[src/rtl/nn_pkg.sv]
// Shared constants and state encoding for the 2-4-1 XOR forward-pass sequencer.
package nn_pkg;

    localparam int unsigned FP_W  = 32;
    localparam int unsigned N_IN  = 2;
    localparam int unsigned N_HID = 4;

    localparam logic [FP_W-1:0] FP_ZERO = 32'h0000_0000;
    localparam logic [FP_W-1:0] FP_ONE  = 32'h3F80_0000;

    // Trained network parameters, stored as raw FP32 bit patterns.
    localparam logic [FP_W-1:0] W_IH [N_IN][N_HID] = '{
        '{32'h3EF59C31, 32'h40A1C4E1, 32'hC09E2C8A, 32'h3F2B1E3C},
        '{32'hBF1D4A6E, 32'h40A30C7A, 32'hC0A0F2B4, 32'h3E8C5A1F}
    };
    localparam logic [FP_W-1:0] W_HO [N_HID] = '{
        32'h3F0A3D71, 32'h40D4F8E1, 32'h40CC2A5D, 32'hBF3B6A7F
    };
    localparam logic [FP_W-1:0] B_H [N_HID] = '{
        32'h3D8F5C29, 32'hC0235B4A, 32'h401EC2D7, 32'hBE4C8B44
    };
    localparam logic [FP_W-1:0] B_O = 32'h3EA361BB;

    typedef enum logic [2:0] {
        ST_IDLE,
        ST_MUL,
        ST_ACC,
        ST_BIAS,
        ST_SIG,
        ST_STORE,
        ST_DONE
    } state_e;

    // Map an input pin level onto its FP32 encoding.
    function automatic logic [FP_W-1:0] fp_bit(input logic b);
        return b ? FP_ONE : FP_ZERO;
    endfunction

endpackage

[src/rtl/nn_forward_sequencer.sv]
// Cycle-counted scheduler for the 2-4-1 XOR forward pass over one shared
// multiplier, adder and sigmoid unit. Only routes operands and samples results.
module nn_forward_sequencer
    import nn_pkg::*;
#(
    parameter int unsigned MUL_LAT = 1,
    parameter int unsigned ADD_LAT = 1,
    parameter int unsigned SIG_LAT = 2
) (
    input  logic        clk,
    input  logic        rst_n,
    input  logic        start,
    input  logic        p_1,
    input  logic        p_2,
    output logic        busy,
    output logic        done,
    output logic [31:0] out,
    output logic [31:0] mul_a,
    output logic [31:0] mul_b,
    input  logic [31:0] res_m,
    output logic [31:0] add_a,
    output logic [31:0] add_b,
    input  logic [31:0] res_a,
    output logic [31:0] sig_x,
    input  logic [31:0] res_s
);

    localparam int unsigned LAT_MAX = (MUL_LAT > ADD_LAT)
                                    ? ((MUL_LAT > SIG_LAT) ? MUL_LAT : SIG_LAT)
                                    : ((ADD_LAT > SIG_LAT) ? ADD_LAT : SIG_LAT);
    localparam int unsigned LAT_W   = (LAT_MAX > 1) ? $clog2(LAT_MAX) : 1;

    localparam logic [LAT_W-1:0] MUL_END = LAT_W'(MUL_LAT - 1);
    localparam logic [LAT_W-1:0] ADD_END = LAT_W'(ADD_LAT - 1);
    // The sigmoid hold is split: SIG covers all but the final cycle, STORE is
    // the final cycle on whose edge res_s is captured.
    localparam logic [LAT_W-1:0] SIG_END   = LAT_W'((SIG_LAT >= 2) ? SIG_LAT - 2 : 0);
    localparam state_e           SIG_ENTRY = (SIG_LAT >= 2) ? ST_SIG : ST_STORE;

    state_e            state_q, state_d;
    logic              layer_q, layer_d;
    logic [1:0]        neuron_q, neuron_d;
    logic [1:0]        term_q, term_d;
    logic [LAT_W-1:0]  lat_q, lat_d;
    logic [1:0]        x_q, x_d;
    logic [31:0]       acc_q, acc_d;
    logic [31:0]       hidden_q [N_HID];
    logic [31:0]       hidden_d [N_HID];
    logic [31:0]       out_q, out_d;
    logic              busy_q, busy_d;
    logic              done_q, done_d;
    logic [31:0]       mul_a_q, mul_a_d, mul_b_q, mul_b_d;
    logic [31:0]       add_a_q, add_a_d, add_b_q, add_b_d;
    logic [31:0]       sig_x_q, sig_x_d;
    logic [1:0]        term_nx;
    logic              term_last;

    assign busy  = busy_q;
    assign done  = done_q;
    assign out   = out_q;
    assign mul_a = mul_a_q;
    assign mul_b = mul_b_q;
    assign add_a = add_a_q;
    assign add_b = add_b_q;
    assign sig_x = sig_x_q;

    // State and datapath registers.
    always_ff @(posedge clk or negedge rst_n) begin
        if (!rst_n) begin
            state_q  <= ST_IDLE;
            layer_q  <= 1'b0;
            neuron_q <= '0;
            term_q   <= '0;
            lat_q    <= '0;
            x_q      <= '0;
            acc_q    <= FP_ZERO;
            for (int i = 0; i < int'(N_HID); i++) hidden_q[i] <= FP_ZERO;
            out_q    <= FP_ZERO;
            busy_q   <= 1'b0;
            done_q   <= 1'b0;
            mul_a_q  <= FP_ZERO;
            mul_b_q  <= FP_ZERO;
            add_a_q  <= FP_ZERO;
            add_b_q  <= FP_ZERO;
            sig_x_q  <= FP_ZERO;
        end else begin
            state_q  <= state_d;
            layer_q  <= layer_d;
            neuron_q <= neuron_d;
            term_q   <= term_d;
            lat_q    <= lat_d;
            x_q      <= x_d;
            acc_q    <= acc_d;
            hidden_q <= hidden_d;
            out_q    <= out_d;
            busy_q   <= busy_d;
            done_q   <= done_d;
            mul_a_q  <= mul_a_d;
            mul_b_q  <= mul_b_d;
            add_a_q  <= add_a_d;
            add_b_q  <= add_b_d;
            sig_x_q  <= sig_x_d;
        end
    end

    // Next-state logic; operands for a step are loaded on the edge entering it.
    always_comb begin
        state_d   = state_q;
        layer_d   = layer_q;
        neuron_d  = neuron_q;
        term_d    = term_q;
        lat_d     = lat_q;
        x_d       = x_q;
        acc_d     = acc_q;
        hidden_d  = hidden_q;
        out_d     = out_q;
        busy_d    = busy_q;
        done_d    = 1'b0;
        mul_a_d   = mul_a_q;
        mul_b_d   = mul_b_q;
        add_a_d   = add_a_q;
        add_b_d   = add_b_q;
        sig_x_d   = sig_x_q;
        term_nx   = term_q + 2'd1;
        term_last = layer_q ? (term_q == 2'd3) : (term_q == 2'd1);

        unique case (state_q)
            ST_IDLE: begin
                if (start) begin
                    state_d  = ST_MUL;
                    busy_d   = 1'b1;
                    x_d      = {p_2, p_1};
                    layer_d  = 1'b0;
                    neuron_d = '0;
                    term_d   = '0;
                    lat_d    = '0;
                    acc_d    = FP_ZERO;
                    mul_a_d  = fp_bit(p_1);
                    mul_b_d  = W_IH[0][0];
                end
            end
            ST_MUL: begin
                if (lat_q == MUL_END) begin
                    state_d = ST_ACC;
                    lat_d   = '0;
                    add_a_d = acc_q;
                    add_b_d = res_m;
                end else begin
                    lat_d = lat_q + LAT_W'(1);
                end
            end
            ST_ACC: begin
                if (lat_q == ADD_END) begin
                    lat_d = '0;
                    acc_d = res_a;
                    if (term_last) begin
                        state_d = ST_BIAS;
                        add_a_d = res_a;
                        add_b_d = layer_q ? B_O : B_H[neuron_q];
                    end else begin
                        state_d = ST_MUL;
                        term_d  = term_nx;
                        mul_a_d = layer_q ? hidden_q[term_nx] : fp_bit(x_q[1]);
                        mul_b_d = layer_q ? W_HO[term_nx] : W_IH[1][neuron_q];
                    end
                end else begin
                    lat_d = lat_q + LAT_W'(1);
                end
            end
            ST_BIAS: begin
                if (lat_q == ADD_END) begin
                    state_d = SIG_ENTRY;
                    lat_d   = '0;
                    term_d  = '0;
                    acc_d   = res_a;
                    sig_x_d = res_a;
                end else begin
                    lat_d = lat_q + LAT_W'(1);
                end
            end
            ST_SIG: begin
                if (lat_q == SIG_END) begin
                    state_d = ST_STORE;
                    lat_d   = '0;
                end else begin
                    lat_d = lat_q + LAT_W'(1);
                end
            end
            ST_STORE: begin
                if (!layer_q) begin
                    hidden_d[neuron_q] = res_s;
                    state_d = ST_MUL;
                    acc_d   = FP_ZERO;
                    if (neuron_q == 2'd3) begin
                        layer_d  = 1'b1;
                        neuron_d = '0;
                        mul_a_d  = hidden_q[0];
                        mul_b_d  = W_HO[0];
                    end else begin
                        neuron_d = neuron_q + 2'd1;
                        mul_a_d  = fp_bit(x_q[0]);
                        mul_b_d  = W_IH[0][neuron_q + 2'd1];
                    end
                end else begin
                    state_d = ST_DONE;
                    out_d   = res_s;
                    done_d  = 1'b1;
                    busy_d  = 1'b0;
                end
            end
            ST_DONE: begin
                state_d = ST_IDLE;
            end
            default: begin
                state_d = ST_IDLE;
            end
        endcase
    end

endmodule
[config.mk]
export PLATFORM = sky130hd
export DESIGN_NAME = nn_forward_sequencer
export DESIGN_NICKNAME = d
export VERILOG_FILES = /design/src/rtl/nn_pkg.sv /design/src/rtl/nn_forward_sequencer.sv
export SDC_FILE = /design/constraint.sdc
export NUM_CORES = 1
export LEC_CHECK = 0
export BUFFER_PORTS_ARGS = -buffer_cell sky130_fd_sc_hd__buf_2
export CORE_ASPECT_RATIO = 0.9
export CORE_UTILIZATION = 50
export CTS_CLUSTER_DIAMETER = 50
export DETAILED_ROUTE_END_ITERATION = 8
export PLACE_DENSITY_LB_ADDON = 0.15
export REMOVE_ABC_BUFFERS = 1
export SYNTH_ARGS = -nofsm -noshare
export SYNTH_HDL_FRONTEND = slang
export SYNTH_SLANG_ARGS = --single-unit
export TNS_END_PERCENT = 10
[constraint.sdc]
create_clock -name clk -period 2.4 [get_ports clk]
set_clock_uncertainty 0.1 [all_clocks]
set_input_delay 0.12 -clock clk [delete_from_list [all_inputs] [get_ports clk]]
set_output_delay 0.12 -clock clk [all_outputs]
set_load 0.1 [all_outputs]
==> metrics.csv <==
stage,metric,value,unit
yosys,synth_xor_xnor_area_share,0.219,%
cells_and_area,drive_above_1_share,39.8,%
die,die_w,187,um
clock_tree,clockRootBuffer,clkbuf_16,
timing,slew_viol_final,0,
cells_and_area,stdcell_area,0.0198,mm^2
die,die-area,0.0315,mm^2
setup_path,critPathKind,reg -> reg,
drt,wire_per_inst,19.9,um
place,dpl_cell_area,0.0176,mm^2
setup_path,cp_max_fo,15,
yosys,netlist.area_leader.share,58.3,%
grt,grt.overflow.total,0,
setup_path,worstPathArrival,2540,ps
flow_run,max_cap_viol_count,0,
yosys,synth-simple-area-share,5.76,%
yosys,syn_area_per_cell,12.7,um^2
hold_path,hp-class,in -> reg,
drt,dr.pass1.iters,5,
setup_path,startpoint_type,register,
cells_and_area,area_growth,28.7,%
timing,max_freq,443,MHz
clock_tree,clk_latency,510,ps
die,initial_core_util,51.2,%
yosys,synth_common_cells,"359 x dfrtp_1, 209 x mux2_2, 103 x nand2_1",
clock_tree,cts.sinks,359,
die,std_cell_rows,60,
yosys,netlist_area,0.0154,mm^2
yosys,yosysMostFrequentCell,dfrtp_1,
drt,drtIter0Drc,699,
yosys,ys_top_cells_by_area,"dfrtp_1 58%, mux2_2 15%, o2bb2ai_1 3.0%",
clock_tree,tritoncts,done,
run_status,outcome,completed,
yosys,muxShareOfSynthArea,18.2,%
drt,via_per_inst,5.60,
yosys,ys_types,60,
yosys,synthArstFlopShare,100,%
place,place.gp.congestion,0.874,
clock_tree,h-tree-depth,2,
yosys,yosys_warnings,0,
setup_path,crit_required,2690,ps
drt,ant_nets,0,
yosys,synthAdderAreaFrac,0.975,%
place,pre_cts_ws,105,ps
clock_tree,cts_buffer_depth,3,
clock_tree,clk_pin_slew_worst_paths,60,ps
grt,grt_usage,26.2,%
grt,antenna_found_initial,1,
drt,dr_total_vias,11500,
timing,period_share,94.0,%
die,core_region_area,0.0301,mm^2
grt,grt_pass1_vias,11600,
drt,drt_wl_total,40700,um
clock_tree,cts_buffers,40,
die,boundaryPins,295,
yosys,synth_top_family_by_area,multiplexers,
clock_tree,cts_setup_buffers,0,
timing,hold_viol_final,0,
drt,drc,0,
yosys,ys_seq_elements,359,
timing,rsz0062_at_grt,false,
yosys,synth_compound_area_share,13.1,%
yosys,syn_inst,1217,
cells_and_area,nFillCells,2327,
yosys,synth-edff-count,0,
timing,relSlewSlack,51.1,%
yosys,seq_area_frac_synth,58.3,%
setup_path,endpoint_kind,register,
cells_and_area,antennaDiodeCount,0,
yosys,synthFlopType,dfrtp_1,
timing,setup_slack,144,ps
yosys,synth_top_cell_by_area,dfrtp_1,
cells_and_area,nets,1728,
timing,worst_pin_slew,734,ps
die,die_h,169,um
timing,setup_violations,0,
place,dp.final_hpwl,25400,um
place,numPortBuffers,294,
grt,grt_max_degree,94,
grt,grt_first_pass_wirelength,65400,um
timing,min_period,2260,ps
[cells by family after synthesis]
logic type,count (synthesis)
adders and majority gates,12
AOI/OAI and AO/OA,286
xor gates and xnor gates,3
muxes,245
DFF,359
and+or+nand+nor,203
buffers and inverters,109
[worst paths after layout]
check / from / to / slack, ps / cells after the start
setup / recovery: state_q[1]$_DFFE_PN0P_ / mul_b[11]$_DFFE_PN0P_ / 140 / 6
hold reg to reg: add_b[8]$_DFFE_PN0P_ / add_b[8]$_DFFE_PN0P_ / 370 / 2
hold / removal: start / term_q[1]$_DFFE_PN0P_ / 30 / 5
setup reg to reg: state_q[1]$_DFFE_PN0P_ / mul_b[11]$_DFFE_PN0P_ / 140 / 6
max in group asynchronous: rst_n / hidden_q[125]$_DFFE_PN0P_ / 1270 / 3
min in group asynchronous: rst_n / sig_x[30]$_DFFE_PN0N_ / 70 / 2
[state kept, by name, summed over array words and instances, names as in the netlist]
name,cells
done,1
neuron_q,2
add_b,32
term_q,2
sig_x,32
x_q,2
hidden_q,128
state_q,3
layer_q,1
busy,1
add_a,32
acc_q,32
out,32
mul_a,32
mul_b,27
[layout by cell type (no fill, tap or decap), drive strengths merged, types with 7 or more instances in the layout]
cell         Yosys  routed
a21oi           35      35
a22o            34      34
a22oi           32      32
a31oi           51      51
buf             60     355
clkbuf          38      57
dfrtp          359     359
dlygate4sd3      0      99
ha              12      12
inv             11      15
mux2           209     209
mux2i           29      29
mux4             7       7
nand2          104     104
nor2            66      66
nor2b            7       7
o21ai           52      52
o2bb2ai         52      52
[critical path: stages (launching register included)]
cell and delay, ps:
dfrtp_1 470, or3b_2 490, or3_1 420, buf_4 230, nand2_4 90, buf_4 210
o21ai_0 120
[per-stage QoR]
| step | hold slack, ps | utilization (%) | instances | TNS, ps |
|---|---|---|---|---|
| 2_1_floorplan | -276 | - | 1119 | -315950 |
| 3_3_place_gp | 13.9 | 58.4 | 1877 | 0 |
| 3_5_place_dp | 21.0 | 58.4 | 1877 | 0 |
| 4_1_cts | 11.1 | 65.8 | 2043 | 0 |
| 5_1_grt | 32.6 | 65.9 | 2043 | 0 |
| 6_report | 27.3 | 65.9 | 2043 | 0 |
[what timing repair did]
action | in CTS | in global routing
hold endpoints to repair | 584 | 0
hold buffers | 99 | 0
gates resized for setup | 0 | 3
endpoints found under the setup margin | 0 | 7
[area by class of cell]
type	instances	area (um^2)	area share [%]
multi-input cells	749	5950	30.0
well taps	403	504	2.54
clock buffers	57	1170	5.88
inverters	11	41.3	0.208
repair buffers	454	3090	15.6
clock inverters	10	96.3	0.486
flip-flops and latches	359	8980	45.3
[layer usage]
metal | GRT usage [%] | wire length, um | vias to the layer above
li1 | - | - | 5215
met1 | 36.7 | 18100 | 5789
met2 | 42.5 | 19400 | 393
met3 | 4.75 | 2430 | 52
met4 | 6.27 | 675 | 2
met5 | 0 | 13 | -
Power is left out: the tool's default activity adds up to more than one toggle a clock period on the data nets, which glitch-free logic cannot reach.
